===== config.mk =====
export PLATFORM = sky130hd
export DESIGN_NAME = deser8_way_flat
export DESIGN_NICKNAME = d
export VERILOG_FILES = /design/src/rtl/deser8_way_pkg.sv /design/src/rtl/deser8_way_if.sv /design/src/rtl/deser8_way_or8_reduce.sv /design/src/rtl/deser8_way.sv /design/src/flat_wrapper.sv
export SDC_FILE = /design/constraint.sdc
export NUM_CORES = 1
export LEC_CHECK = 0
export BUFFER_PORTS_ARGS = -buffer_cell sky130_fd_sc_hd__buf_2
export CORE_MARGIN = 10
export CORE_UTILIZATION = 56
export DETAILED_ROUTE_END_ITERATION = 10
export PLACE_DENSITY = 0.86
export SYNTH_ARGS = -nofsm -noshare
export SYNTH_HDL_FRONTEND = slang
export SYNTH_SLANG_ARGS = --single-unit

===== constraint.sdc =====
create_clock -name clk -period 4.8 [get_ports clk]
set_clock_uncertainty 0.05 [all_clocks]
set_input_delay 0.72 -clock clk [delete_from_list [all_inputs] [get_ports clk]]
set_output_delay 0.72 -clock clk [all_outputs]
set_load 0.01 [all_outputs]

===== src/rtl/deser8_way_pkg.sv =====
// deser8_way_pkg: shared widths, output FSM encoding and bit-position helper
package deser8_way_pkg;
    localparam int DESER_W = 8;
    localparam int CNT_W = 3;
    typedef enum logic {EMPTY = 1'b0, FULL = 1'b1} state_t;
    function automatic logic [CNT_W-1:0] bit_pos(input logic [CNT_W-1:0] pos, input bit lsb_first);
        return lsb_first ? pos : CNT_W'(DESER_W - 1) - pos;
    endfunction
endpackage


===== src/rtl/deser8_way_if.sv =====
// deser8_way_if: serial input and byte output handshakes of the deserializer
interface deser8_way_if;
    import deser8_way_pkg::*;
    logic in_valid, in_bit, in_sof, in_ready;
    logic out_valid, out_ready, out_any, sync_err;
    logic [DESER_W-1:0] out;
    modport master (
        output in_valid, in_bit, in_sof, out_ready,
        input in_ready, out_valid, out, out_any, sync_err
    );
    modport slave (
        input in_valid, in_bit, in_sof, out_ready,
        output in_ready, out_valid, out, out_any, sync_err
    );
endinterface


===== src/rtl/deser8_way_or8_reduce.sv =====
// or8_reduce: 8-way OR built as a three-level tree of 2-input ORs
module or8_reduce (
    input logic [7:0] d,
    output logic y
);
    logic [3:0] l1;
    logic [1:0] l2;
    assign l1 = d[7:4] | d[3:0];
    assign l2 = l1[3:2] | l1[1:0];
    assign y = l2[1] | l2[0];
endmodule


===== src/rtl/deser8_way.sv =====
// deser8_way: bit-serial to byte deserializer with one-entry output holding register
module deser8_way
    import deser8_way_pkg::*;
#(
    parameter bit LSB_FIRST = 1'b1
) (
    input logic clk,
    input logic rst_n,
    deser8_way_if.slave bus
);
    state_t state, state_nxt;
    logic [CNT_W-1:0] count, pos;
    logic [DESER_W-1:0] shreg, shreg_nxt, out_q;
    logic sync_err_q, in_fire, last, done, any;

    assign last = count == CNT_W'(DESER_W - 1);
    assign bus.in_ready = !(last && state == FULL && !bus.out_ready);
    assign in_fire = bus.in_valid && bus.in_ready;
    // an sof bit at the last position restarts the frame, so it never completes a byte
    assign done = in_fire && !bus.in_sof && last;
    assign pos = bit_pos(bus.in_sof ? '0 : count, LSB_FIRST);

    always_comb begin
        shreg_nxt = bus.in_sof ? '0 : shreg;
        shreg_nxt[pos] = bus.in_bit;
    end

    always_comb begin
        state_nxt = done ? FULL : (bus.out_ready ? EMPTY : state);
    end

    always_ff @(posedge clk) begin
        if (!rst_n) begin
            state <= EMPTY;
            count <= '0;
            shreg <= '0;
            out_q <= '0;
            sync_err_q <= 1'b0;
        end else begin
            state <= state_nxt;
            sync_err_q <= in_fire && bus.in_sof && count != '0;
            if (in_fire) begin
                count <= bus.in_sof ? CNT_W'(1) : count + 1'b1;
                shreg <= done ? '0 : shreg_nxt;
            end
            if (done) out_q <= shreg_nxt;
        end
    end

    or8_reduce u_or8 (.d(out_q), .y(any));

    assign bus.out = out_q;
    assign bus.out_valid = state == FULL;
    assign bus.out_any = any && state == FULL;
    assign bus.sync_err = sync_err_q;
endmodule


===== src/flat_wrapper.sv =====
// flat-port wrapper written by rule: the top's interface ports become plain ports
module deser8_way_flat import deser8_way_pkg::*;
#(
    parameter bit LSB_FIRST = 1'b1
)
  (clk, rst_n, bus_in_valid, bus_in_bit, bus_in_sof, bus_out_ready, bus_in_ready, bus_out_valid, bus_out, bus_out_any, bus_sync_err);
  deser8_way_if bus_i ();
  input logic clk;
  input logic rst_n;
  input wire logic [$bits(bus_i.in_valid)-1:0] bus_in_valid;
  input wire logic [$bits(bus_i.in_bit)-1:0] bus_in_bit;
  input wire logic [$bits(bus_i.in_sof)-1:0] bus_in_sof;
  input wire logic [$bits(bus_i.out_ready)-1:0] bus_out_ready;
  output wire logic [$bits(bus_i.in_ready)-1:0] bus_in_ready;
  output wire logic [$bits(bus_i.out_valid)-1:0] bus_out_valid;
  output wire logic [$bits(bus_i.out)-1:0] bus_out;
  output wire logic [$bits(bus_i.out_any)-1:0] bus_out_any;
  output wire logic [$bits(bus_i.sync_err)-1:0] bus_sync_err;
  assign bus_i.in_valid = bus_in_valid;
  assign bus_i.in_bit = bus_in_bit;
  assign bus_i.in_sof = bus_in_sof;
  assign bus_i.out_ready = bus_out_ready;
  assign bus_in_ready = bus_i.in_ready;
  assign bus_out_valid = bus_i.out_valid;
  assign bus_out = bus_i.out;
  assign bus_out_any = bus_i.out_any;
  assign bus_sync_err = bus_i.sync_err;
  deser8_way #(.LSB_FIRST(LSB_FIRST)) u_core (.clk(clk), .rst_n(rst_n), .bus(bus_i));
endmodule

== Yosys cells after proc, flatten, opt, wreduce, memory -nomap -nowiden ==
Cells that the tools add are included.

* Reductions and logical operators: 14
* Bitwise operators: 3
* Equal/unequal tests: 1
* Order comparisons: 2
* Add/subtract/negate cells: 1
* Multiplexer cells: 9

{| class="wikitable"
|+ Operators with widths
! cell !! count
|-
| $mux 8 || 2
|-
| $logic_and 1x1->1 || 9
|-
| $bwmux 8 || 1
|-
| $mux 3 || 2
|-
| $lt 3x4->1 const B || 1
|-
| $or 4x4->4 || 1
|-
| $add 3x1->3 const B || 1
|-
| $demux 1 s3 || 1
|-
| $eq 3x3->1 const B || 1
|-
| $ge 3x1->1 const B || 1
|-
| $logic_not 1->1 || 3
|-
| $mux 1 || 3
|-
| $reduce_bool 3->1 || 1
|-
| $or 2x2->2 || 1
|-
| $reduce_bool 2->1 || 1
|-
| $or 1x1->1 || 1
|}

* Output and inout bits: 12
* Register bits after elaboration: 21
* Bits of input ports: 6
* Logic and storage cells: 35

== Depth between registers and ports, before layout ==
* Word-level depth: 8
* Gate-level depth with buffers: 7
* Gate-level depth less buffers: 5

== Cells and area by module ==
Synthesis repeated with hierarchy kept, for this count alone.

* Cells, all modules: 106
* Area, all modules: 1,014.7 um2

{| class="wikitable"
|+ Modules (own cells, without submodules)
! module !! cells an instance !! times used !! sequential area each (um2) !! area an instance (um2)
|-
| deser8_way || 103 || 1 || 420.4 || 998.5
|-
| or8_reduce || 3 || 1 || 0.0 || 16.3
|}

== Worst setup path before layout ==
OpenSTA, ideal clock, no wires.

* Path type: input -> register
* Start: input bus_in_bit
* End: register u_core.shreg[0]
* Data arrival time: 1,692 ps
* Cell stages on the path: 4
* Required time: 4,654 ps
* Library setup time: 96 ps
* Path buffers: 1
* Slack: 2,962 ps
* Cell sequence: clkbuf_2 -> or4b_1 -> o311a_1 -> o41ai_2

* Cells in the longest elaborated chain, start to end: 2

{| class="wikitable"
|+ Ends and longest elaborated chain
! item !! RTL line !! RTL
|-
| from (decl) || flat_wrapper.sv:11 || <nowiki>input wire logic [$bits(bus_i.in_bit)-1:0] bus_in_bit;</nowiki>
|-
| $bwmux 8 || deser8_way.sv:25 || <nowiki>shreg_nxt[pos] = bus.in_bit;</nowiki>
|-
| $mux 8 || deser8_way.sv:44 || <nowiki>shreg <= done ? '0 : shreg_nxt;</nowiki>
|-
| to (signal assigned) || deser8_way.sv:44 ||
|-
| to (decl) || deser8_way.sv:13 || <nowiki>logic [DESER_W-1:0] shreg, shreg_nxt, out_q;</nowiki>
|}

Every way passes these cells.
A chain may end at the register's enable or synchronous reset.

== Worst setup path after layout ==
* Start: register u_core.count[0]
* End: output bus_in_ready

* Cells in the longest elaborated chain, start to end: 4

{| class="wikitable"
|+ Ends and longest elaborated chain
! item !! RTL line !! RTL
|-
| from (decl) || deser8_way.sv:12 || <nowiki>logic [CNT_W-1:0] count, pos;</nowiki>
|-
| from (signal assigned) || deser8_way.sv:43 || <nowiki>count <= bus.in_sof ? CNT_W'(1) : count + 1'b1;</nowiki>
|-
| $eq 3x3->1 || deser8_way.sv:16 || <nowiki>assign last = count == CNT_W'(DESER_W - 1);</nowiki>
|-
| $logic_and 1x1->1 (2 in a row) || deser8_way.sv:17 || <nowiki>assign bus.in_ready = !(last && state == FULL && !bus.out_ready);</nowiki>
|-
| $logic_not 1->1 || deser8_way.sv:17 ||
|-
| to (decl) || flat_wrapper.sv:14 || <nowiki>output wire logic [$bits(bus_i.in_ready)-1:0] bus_in_ready;</nowiki>
|}

Every way passes these cells.

==> metrics.md <==
| Metric | Value |
|---|---|
| Post-synth EDFFs | 0 |
| Vert. Die Dim | 62.70 um |
| Vias in the first global route | 734 |
| HP Class | reg2reg |
| Setup ws final | 2312 ps |
| Total negative slack | 0 ps |
| Most common cell in the netlist | dfxtp_1 |
| Final setup fails | 0 |
| WP data arrival | 1720 ps |
| Crit start category | register |
| Most used cell, CP | ha_1 |
| Tcrit/Tclk final | 0.5183 |
| Max-cap violations | 0 |
| Pwr per Cell Area | 260.0 nW/um^2 |
| Fraction of registers with async set/reset | 0 |
| # nets final | 127 |
| DRC viols | 0 |
| Deepest clock path buffer count | 2 |
| TritonCTS sink count | 21 |
| DRT Wirelength | 2102 um |
| Layout cell share with drive strength beyond 1 | 0.1880 |
| CP cell instances | ha_1 > ha_1 > nand3b_1 > buf_2 |
| Data required, critical path | 4030 ps |
| CP max-delay cell | dfxtp_1 |
| FF/Latch Area | 420.4 sq um |
| Number of diodes | 0 |
| Seq cells post-synth | 21 |
| Min Hold Slack | 427.4 ps |
| Antenna violations before repair | 0 |
| Most used DFF post-synth | dfxtp_1 |
| 1st-iter DRT viols | 22 |
| Postcts setup bufs | 0 |
| Leakage | 0.4522 nW |
| Fillers | 154 |
| Register area share after synthesis | 0.4118 |
| Synthesized area per cell | 9.632 sq um |
| Clk Latency, worst-skew pair | 320 ps |
| Total GRT Usage | 0.1052 |
| DP HPWL | 1544 um |
| Crit-path max FO | 12 |
| CP Capture Type | output port |
| Max Slew Vio Count | 0 |
| Area grow syn2layout | 8.946% |
| First-pass DRT Iterations | 4 |
| First-pass GRT wire length | 3436 um |
| GR Overflow Total | 0 |
| RSZ-0062 raised after global routing | false |
| Status | completed |
| Routed vias/inst | 5.937 |
| Post-synthesis cell count | 106 |
| CTS buffer count | 3 |
| Rel. slew slack | 0.5908 |
| Share of the synthesized area in the top cell type | 0.4118 |
| Hold-fix buffers, CTS | 0 |
| Period minus WS final | 2488 ps |
| CTS tree | built |
| Peak Freq | 401.9 MHz |
| Unique cell type count in the Yosys netlist | 29 |
| Gpl congestion | 0.7475 |
| Peak supply drop | 0.1488 mV |
| Total number of vias | 843 |
| Worst Tran Pin Value | 613.8 ps |
| Die width | 62.70 um |
| FP Rows | 15 |
| I/O Pins | 18 |
| Final hold vios | 0 |
| Buffers on Ports | 17 |
| Net Count, Synth | 115 |
| Core ar. | 1727 sq um |
| Top cell type by total area after synthesis | dfxtp_1 |
| H-tree levels | 1 |
| Largest net degree at the start of global routing | 16 |
| Most instantiated cells after synthesis | dfxtp_1 (21), a21oi_1 (12), a211oi_1 (9) |
| Synth area leaders | dfxtp_1 (41%), mux2i_1 (6.9%), a211oi_1 (6.6%), o2bb2ai_1 (6.0%), a21oi_1 (5.9%) |
| DR WL/cell | 14.80 um |
| Initial core utilization | 0.5913 |
| Clock Root Buffer | clkbuf_4 |
| Crit-path max cell delay | 530 ps |
| Die area | 3931 sq um |
| YS warnings | 0 |
| Setup CP Type | reg2out |
| Placement Setup Slack | 2696 ps |
| Mapped cell area | 1021 sq um |
| Post-cts sizing count | 0 |
| Multi-input gate area | 521.8 sq um |
| Post-route ant nets | 0 |
| CTS clk-pin slew, worst paths | 120 ps |
[cells in the final DEF (no fill, tap or decap)]
cell,Yosys,routed
o2bb2ai_1,7,7
o41ai_2,1,1
nor4_1,2,2
a211o_1,1,1
nand2b_1,1,1
and4_1,3,3
nor3_1,1,1
a21oi_1,12,12
inv_1,7,7
a211oi_1,9,9
a21boi_0,2,2
nor3b_1,3,3
nand2_1,3,3
or4b_1,1,1
buf_2,5,17
o21a_1,2,2
ha_1,3,3
dfxtp_1,21,21
clkinv_2,0,1
and2_1,1,1
nand3_1,1,1
o311a_1,1,1
clkbuf_4,0,3
a2111oi_0,1,1
and3b_1,1,1
or4_1,1,1
nand3b_1,4,4
mux2i_1,7,7
[critical path, delay by kind of cell, from the launching register on]
kind,cells,cell delay [ps]
adder cells (fa/ha/maj),2,380
AND/OR/NAND/NOR,1,250
flip-flops,1,530
buffers and inverters,1,240
[metal layers]
layer  global-route usage  vias to the layer above  part of all wire
li1                     -                      418                 -
met1               0.1163                      388              0.45
met2               0.1705                       32              0.44
met3              0.03763                        5             0.084
met4              0.05866                        0             0.020
met5                    0                        -                 0
[sequential cells by signal, summed over array words and instances (netlist names)]
name	cells
u_core.bus.out	8
u_core.bus.out_valid	1
u_core.bus.sync_err	1
u_core.count	3
u_core.shreg	8
[power breakdown]
group / switching (mW) / internal [mW] / total (mW)
Clock: 0.0573 / 0.0312 / 0.0886
Combinational: 0.0127 / 0.00857 / 0.0213
Sequential: 0.00291 / 0.176 / 0.179
Total: 0.0730 / 0.216 / 0.289
[path summary, 6_finish.rpt]
check                       start         endpoint  slack, ps  cells after the start
setup / recovery  u_core.count[0]     bus_in_ready       2310                      4
hold reg to reg   u_core.shreg[4]  u_core.shreg[4]        430                      1
setup reg to reg  u_core.count[0]  u_core.shreg[1]       2750                      5
hold / removal    u_core.shreg[4]  u_core.shreg[4]        430                      1
[cell type report]
class / count / share of cell area
clock buffer: 3 / 0.02025
timing repair buffer: 17 / 0.07649
sequential: 21 / 0.3780
multi-input combinational: 68 / 0.4691
inverter: 7 / 0.02362
clock inverter: 1 / 0.004499
tap: 25 / 0.02812
[metrics by stage]
| stage | std cells | area [sq um] | power (mW) | utilization |
|---|---|---|---|---|
| 6_report | 142 | 1112 | 0.2892 | 0.6442 |
| 5_1_grt | 142 | 1112 | 0.3007 | 0.6442 |
| 4_1_cts | 142 | 1112 | 0.2912 | 0.6442 |
| 3_5_place_dp | 138 | 1085 | 0.2043 | 0.6283 |
| 3_3_place_gp | 138 | 1085 | 0.2032 | 0.6283 |
| 2_1_floorplan | 106 | 1021 | 0.1993 | - |
[cells by family after synthesis]
| logic type | after synthesis | synth area share |
|---|---|---|
| DFF | 21 | 0.4118 |
| and+or+nand+nor | 22 | 0.1483 |
| adders and majority gates | 3 | 0.03677 |
| buffers and inverters | 17 | 0.07720 |
| muxes | 7 | 0.06863 |
| AOI/OAI and AO/OA | 36 | 0.2574 |
No activity file was read; power rests on OpenSTA's default activity.
